==> src/rtl/alu_pkg.sv <==
// Shared types and constants for the ALU issue controller.
package alu_pkg;

   localparam int unsigned XLEN       = 32;
   localparam int unsigned MULDIV_BIT = 0;

   // funct3 codes for the base integer ALU ops
   localparam logic [2:0] F3_ADD  = 3'd0;
   localparam logic [2:0] F3_SLL  = 3'd1;
   localparam logic [2:0] F3_SLT  = 3'd2;
   localparam logic [2:0] F3_SLTU = 3'd3;
   localparam logic [2:0] F3_XOR  = 3'd4;
   localparam logic [2:0] F3_SR   = 3'd5;
   localparam logic [2:0] F3_OR   = 3'd6;
   localparam logic [2:0] F3_AND  = 3'd7;

   typedef enum logic [1:0] {
      ST_IDLE    = 2'd0,
      ST_EXEC    = 2'd1,
      ST_WB_FULL = 2'd2
   } state_e;

   // Control fields of one issued ALU instruction
   typedef struct packed {
      logic       is_alu;
      logic       is_imm;
      logic [2:0] funct3;
      logic [6:0] funct7;
      logic [4:0] rd;
   } alu_ctl_t;

   // Reg-reg op with the M-extension funct7 bit set
   function automatic logic is_muldiv(input logic is_alu, input logic [6:0] funct7);
      return is_alu && funct7[MULDIV_BIT];
   endfunction

endpackage

==> src/rtl/alu_issue.sv <==
// Issue-side controller for RiscVAlu: holds one decoded op on the ALU inputs
// until the ALU stops waiting, then hands the result to a writeback slot.
// Optional feature macro: MULTIPLY_EN (muldiv ops issued, alu_wait honoured,
// result side register built).
module alu_issue #(
   parameter int unsigned XLEN  = alu_pkg::XLEN,
   parameter int unsigned CNT_W = 32
) (
   input  logic              clock,
   input  logic              reset,
   input  logic              in_valid,
   output logic              in_ready,
   input  logic              in_is_op_alu,
   input  logic              in_is_op_alu_imm,
   input  logic [2:0]        in_funct3,
   input  logic [6:0]        in_funct7,
   input  logic [4:0]        in_rd,
   input  logic [XLEN-1:0]   in_rs1,
   input  logic [XLEN-1:0]   in_rs2,
   input  logic [XLEN-1:0]   in_imm,
   output logic              alu_enabled,
   output logic              alu_is_op_alu,
   output logic              alu_is_op_alu_imm,
   output logic [2:0]        alu_funct3,
   output logic [6:0]        alu_funct7,
   output logic [XLEN-1:0]   alu_s1,
   output logic [XLEN-1:0]   alu_s2,
   output logic [XLEN-1:0]   alu_imm,
   input  logic [XLEN-1:0]   alu_rd,
   input  logic              alu_wait,
   output logic              wb_valid,
   input  logic              wb_ready,
   output logic [4:0]        wb_rd,
   output logic [XLEN-1:0]   wb_data,
   output logic              illegal,
   output logic [CNT_W-1:0]  stall_cycles
);
   import alu_pkg::*;

   state_e            r_state;
   alu_ctl_t          r_ctl;
   logic [XLEN-1:0]   r_s1;
   logic [XLEN-1:0]   r_s2;
   logic [XLEN-1:0]   r_imm;
   logic              r_drive;
   logic              r_wb_valid;
   logic [4:0]        r_wb_rd;
   logic [XLEN-1:0]   r_wb_data;
   logic              r_illegal;
   logic [CNT_W-1:0]  r_stall;

   logic              w_op_valid;
   logic              w_wait;
   logic              w_legal;
   logic              w_res_valid;
   logic [XLEN-1:0]   w_res_data;
   logic              w_res_valid_nx;
   logic              w_slot_free;
   logic              w_complete;
   logic              w_rd_zero;
   logic              w_retire;
   logic              w_wb_load;
   logic              w_park;
   logic              w_accept;
   logic              w_load;
   logic              w_wb_valid_nx;
   logic              w_op_valid_nx;
   logic [XLEN-1:0]   w_wb_data_nx;

`ifdef MULTIPLY_EN
   logic              r_res_valid;
   logic [XLEN-1:0]   r_res_data;

   assign w_legal     = in_is_op_alu || in_is_op_alu_imm;
   assign w_wait      = alu_wait;
   assign w_res_valid = r_res_valid;
   assign w_res_data  = r_res_data;
   assign w_park      = w_complete && !w_rd_zero && !w_slot_free;
   assign w_res_valid_nx = w_park || (w_res_valid && !w_retire);

   // Side register: park a finished result so the ALU inputs can drop to zero
   always_ff @(posedge clock or posedge reset) begin
      if (reset) begin
         r_res_valid <= 1'b0;
         r_res_data  <= '0;
      end else begin
         r_res_valid <= w_res_valid_nx;
         if (w_park) r_res_data <= alu_rd;
      end
   end
`else
   logic              w_unused;

   assign w_legal     = (in_is_op_alu || in_is_op_alu_imm) &&
                        !is_muldiv(in_is_op_alu, in_funct7);
   assign w_wait      = 1'b0;
   assign w_res_valid = 1'b0;
   assign w_res_data  = '0;
   assign w_park      = 1'b0;
   assign w_res_valid_nx = 1'b0;
   assign w_unused    = alu_wait;
`endif

   assign w_op_valid  = (r_state == ST_EXEC);
   assign w_slot_free = !r_wb_valid || wb_ready;
   assign w_complete  = w_op_valid && !w_res_valid && !w_wait;
   assign w_rd_zero   = (r_ctl.rd == 5'd0);

   // A result leaves the op stage either straight from the ALU or from the side register
   assign w_wb_load   = w_op_valid && !w_rd_zero && w_slot_free && (w_complete || w_res_valid);
   assign w_retire    = (w_complete && (w_rd_zero || w_slot_free)) ||
                        (w_op_valid && w_res_valid && w_slot_free);
   assign w_wb_data_nx = w_res_valid ? w_res_data : alu_rd;

   assign in_ready    = !w_op_valid || (w_complete && w_slot_free && !w_res_valid);
   assign w_accept    = in_valid && in_ready;
   assign w_load      = w_accept && w_legal;

   assign w_wb_valid_nx = w_wb_load || (r_wb_valid && !wb_ready);
   assign w_op_valid_nx = w_load || (w_op_valid && !w_retire);

   // Operand stage FSM, writeback slot, illegal pulse and stall counter
   always_ff @(posedge clock or posedge reset) begin
      if (reset) begin
         r_state    <= ST_IDLE;
         r_ctl      <= '0;
         r_s1       <= '0;
         r_s2       <= '0;
         r_imm      <= '0;
         r_drive    <= 1'b0;
         r_wb_valid <= 1'b0;
         r_wb_rd    <= 5'd0;
         r_wb_data  <= '0;
         r_illegal  <= 1'b0;
         r_stall    <= '0;
      end else begin
         r_illegal  <= w_accept && !w_legal;
         r_wb_valid <= w_wb_valid_nx;
         r_drive    <= w_op_valid_nx && !w_res_valid_nx;
         if (w_wait) r_stall <= r_stall + CNT_W'(1);
         if (w_wb_load) begin
            r_wb_rd   <= r_ctl.rd;
            r_wb_data <= w_wb_data_nx;
         end
         if (w_load) begin
            r_ctl <= alu_ctl_t'{is_alu: in_is_op_alu, is_imm: in_is_op_alu_imm,
                                funct3: in_funct3, funct7: in_funct7, rd: in_rd};
            r_s1  <= in_rs1;
            r_s2  <= in_rs2;
            r_imm <= in_imm;
         end
         if (w_op_valid_nx)      r_state <= ST_EXEC;
         else if (w_wb_valid_nx) r_state <= ST_WB_FULL;
         else                    r_state <= ST_IDLE;
      end
   end

   assign alu_enabled       = r_drive;
   assign alu_is_op_alu     = r_drive && r_ctl.is_alu;
   assign alu_is_op_alu_imm = r_drive && r_ctl.is_imm;
   assign alu_funct3        = r_drive ? r_ctl.funct3 : 3'd0;
   assign alu_funct7        = r_drive ? r_ctl.funct7 : 7'd0;
   assign alu_s1            = r_drive ? r_s1  : '0;
   assign alu_s2            = r_drive ? r_s2  : '0;
   assign alu_imm           = r_drive ? r_imm : '0;

   assign wb_valid     = r_wb_valid;
   assign wb_rd        = r_wb_rd;
   assign wb_data      = r_wb_data;
   assign illegal      = r_illegal;
   assign stall_cycles = r_stall;

endmodule

==> config.mk <==
export PLATFORM = sky130hd
export DESIGN_NAME = alu_issue
export DESIGN_NICKNAME = d
export VERILOG_FILES = /design/src/rtl/alu_pkg.sv /design/src/rtl/alu_issue.sv
export SDC_FILE = /design/constraint.sdc
export NUM_CORES = 1
export LEC_CHECK = 0
export ABC_AREA = 1
export CAP_MARGIN = 25
export CORE_MARGIN = 1.5
export CORE_UTILIZATION = 46
export CTS_CLUSTER_DIAMETER = 30
export CTS_CLUSTER_SIZE = 12
export DETAILED_ROUTE_END_ITERATION = 6
export PLACE_DENSITY_LB_ADDON = 0.2
export SLEW_MARGIN = 10
export SYNTH_ARGS = -nofsm -noshare
export SYNTH_HDL_FRONTEND = slang
export SYNTH_SLANG_ARGS = --single-unit
export TNS_END_PERCENT = 100
==> constraint.sdc <==
create_clock -name clock -period 12.6 [get_ports clock]
set_input_delay 1.89 -clock clock [delete_from_list [all_inputs] [get_ports clock]]
set_output_delay 1.89 -clock clock [all_outputs]
set_load 0.01 [all_outputs]
==> summary.txt <==
=================================================================================================
Ys Warns ...........................................................................            0
Maximum clock skew at final layout .................................................   0.00619 ns
Height of the die ..................................................................       130 µm
GR Overflow Total ..................................................................            0
Post-Synth Adder-Cell Area .........................................................           0%
Largest net degree at the start of global routing ..................................           96
Area share of the largest cell type after synthesis ................................        52.0%
Post-CTS Hold Fix Bufs .............................................................            0
Combinational family with the most area after synthesis ............................ simple AND/OR/NAND/NOR gates
Average size of a mapped cell ......................................................     7.77 µm²
Worst hold slack across all endpoints ..............................................     0.468 ns
Post-synthesis instance total ......................................................          954
Biggest fanout along the worst timing path .........................................           46
Type of origin of the critical path ................................................   input port
Total Nets Final ...................................................................        1,356
Die footprint ......................................................................   0.0169 mm²
Clock tree from TritonCTS ..........................................................         done
Number of gates resized after cts ..................................................            0
Leakage power ......................................................................   0.00599 µW
Top cells by area, synth ........................................................... dfrtp_1 (52%), nand2_1 (21%), nand4_1 (9.5%), inv_1 (5.9%), buf_4 (4.0%)
Fraction of the cycle the final worst path needs ...................................        43.6%
Measured slew at the worst slew-check pin ..........................................      1.06 ns
Switching pwr ......................................................................       480 µW
Fraction of the mapped netlist area in compound gates ..............................       0.135%
Internal Pwr Total .................................................................      1230 µW
Port Buffer Count ..................................................................          297
Total wire length after detailed routing ...........................................    21,300 µm
Synth top cells by count ........................................................... nand2_1 (416), dfrtp_1 (154), inv_1 (117)
Leading area contributor after synthesis ...........................................      dfrtp_1
Sum of negative setup slack ........................................................         0 ns
Shortest period the worst path allows ..............................................      5.49 ns
Final setup violation count ........................................................            0
Buffer levels on the longest clock path ............................................            2
Portion of the post-synthesis area used by sequential elements .....................        52.0%
Post-Layout Cell Count .............................................................        1,435
Outcome ............................................................................ finished, final reports clean
Area overhead of the layout relative to synthesis ..................................        47.9%
CP startpoint ......................................................................     wb_ready
Req. time, crit path ...............................................................     10.71 ns
Max capacitance violation total ....................................................            0
Number of remaining DRC errors .....................................................            0
Asr flop ratio synth ...............................................................         100%
Detail Route Antenna Nets ..........................................................            0
Sequential group share of total power ..............................................        39.5%
Clock tree root driver cell ........................................................    clkbuf_16
Worst hold start ...................................................................  wb_data[10]
Clock insertion delay at the later pin of the skew report ..........................      0.42 ns
Number of iterations in the first detailed-routing pass ............................            5
Total routing resource utilization after global routing ............................        25.0%
Most frequently used flop master after synthesis ...................................      dfrtp_1
Vias in the first global route .....................................................        6,432
Mux share of post-synthesis cell area ..............................................           0%
EDFF count, synth ..................................................................            0
Number of filler cells placed in the layout ........................................        1,347
Initial antenna violation count ....................................................            0
Floorplan die width ................................................................       130 µm
Critical path arrival ..............................................................      3.60 ns
First-pass GRT wire length .........................................................    33,000 µm
Area of the placeable core .........................................................   0.0158 mm²
Num ports ..........................................................................          331
Final Hold Viols ...................................................................            0
Fmax achieved ......................................................................    0.182 GHz
Ratio of cells with drive above 1 in the final layout ..............................        3.86%
Post-Synthesis Cell Area ...........................................................  0.00742 mm²
Number of antenna repair diodes ....................................................            0
Worst setup EP type ................................................................ primary output
Worst reg2reg startpoint ...........................................................   r_state[0]
Clock H-tree levels ................................................................            4
Path type of the worst min-delay path .............................................. register to register
HPWL Detailed ......................................................................    13,500 µm
Clock edge transition at the registers on the reported setup and hold paths ........      0.06 ns
Top-count cell post-synth ..........................................................      nand2_1
Share of synthesized cell area in and, or, nand and nor gates ......................        33.9%
Unrepaired setup endpoints after global routing ....................................        false
Count of pins over their slew limit ................................................            0
Sw frac ............................................................................        28.1%
Initial drt markers ................................................................          414
Finished Cell Area .................................................................   0.0110 mm²
Portion of total power attributed to combinational logic ...........................        26.6%
Core occupancy in the finished layout ..............................................        69.3%
Xor/xnor cell area share of the yosys netlist ......................................           0%
Placed Cells .......................................................................        1,402
Routed vias ........................................................................        6,981
Number of clock sinks ..............................................................          154
Vias per cell ......................................................................         4.86
Share of total power in the clock network ..........................................        33.9%
Final GP Congestion ................................................................        0.800
Number of buffers added by the clock tree synthesis step ...........................           17
Effective utilization at floorplan .................................................        46.9%
Number of distinct library cell variants in the gate-level netlist after synthesis .           17
Pwr per Cell Area ..................................................................   156 mW/mm²
Headroom to the max-slew limit .....................................................        29.4%
Post-synthesis sequential element count ............................................          154
Total setup buffers inserted after CTS .............................................            0
Crit path kind ..................................................................... input port to primary output
Post-detailed-route wirelength per cell ............................................      14.8 µm
Std-Cell Rows ......................................................................           46
DP Area ............................................................................   0.0103 mm²
Peak VDD IR ........................................................................    0.0870 mV
=================================================================================================
-- worst paths after layout --
kind	endpoint	slack (ns)	cells past startpoint
worst max-delay path	in_ready	7.11	4
worst min-delay path	wb_data[10]	0.47	2
worst max register to register	wb_rd[4]	9.64	7
worst min register to register	wb_data[10]	0.47	2
max in group asynchronous	r_s2[0]	9.50	4
min in group asynchronous	wb_data[8]	1.97	2
-- routing by layer --
metal	up-vias	GRT usage [%]	part of all wire [%]
met4	0	11.0	3.3
met3	43	7.79	8.6
met5	-	0	0
li1	3407	-	-
met2	284	41.8	49
met1	3247	30.0	39
-- placed cells by master, fill, tap and decap left out, drive strengths merged --
master,instances
bufinv,5
clkdlybuf4s50,296
inv,117
conb,32
nand3,37
clkinv,1
nand2,418
nand4,113
clkbuf,26
dfrtp,154
o21ai,1
a21oi,1
nor2,8
buf,10
-- layout make-up --
cell class	count	area, µm²	share of cell area, %
clock buffers	26	519	4.73
multi-input cells	610	2670	24.3
flip-flops and latches	154	3860	35.2
repair buffers	306	3060	27.9
well taps	216	270	2.46
clock inverters	6	155	1.41
inverters	117	444	4.05
-- registers in the layout, indices dropped and copies added, names as in the netlist --
signal    count
r_ctl        17
wb_data      32
r_imm        32
r_s2         32
r_state       2
wb_valid      1
r_s1         32
illegal       1
wb_rd         5
-- cell families (layout without fill, tap and decap cells) --
kind of cell	count (synthesis)	count (layout)
compound gates	2	2
buf+inv	221	455
flops	154	154
other cells	1	32
simple gates	576	576
-- critical path: stages --
cell             delay (ns)
clkdlybuf4s50_1        0.52
nor2_4                 0.07
nand2_4                0.41
clkdlybuf4s50_1        0.69
-- power by group through the flow --
stage | logic, µW | clock network [µW] | registers [µW]
after global routing | 504 | 606 | 689
after global placement | 451 | 0 | 677
final | 456 | 580 | 675
after CTS | 460 | 587 | 674
after detailed placement | 459 | 0 | 681
after floorplan | 196 | 0 | 697
-- stage by stage --
stage               power, µW  setup WS (ns)
floorplan                 893           6.56
global placement         1130           7.11
detailed placement       1140           7.12
CTS                      1720           7.12
global route             1800           7.05
finish                   1710           7.11
No activity file was read; power rests on OpenSTA's default activity.
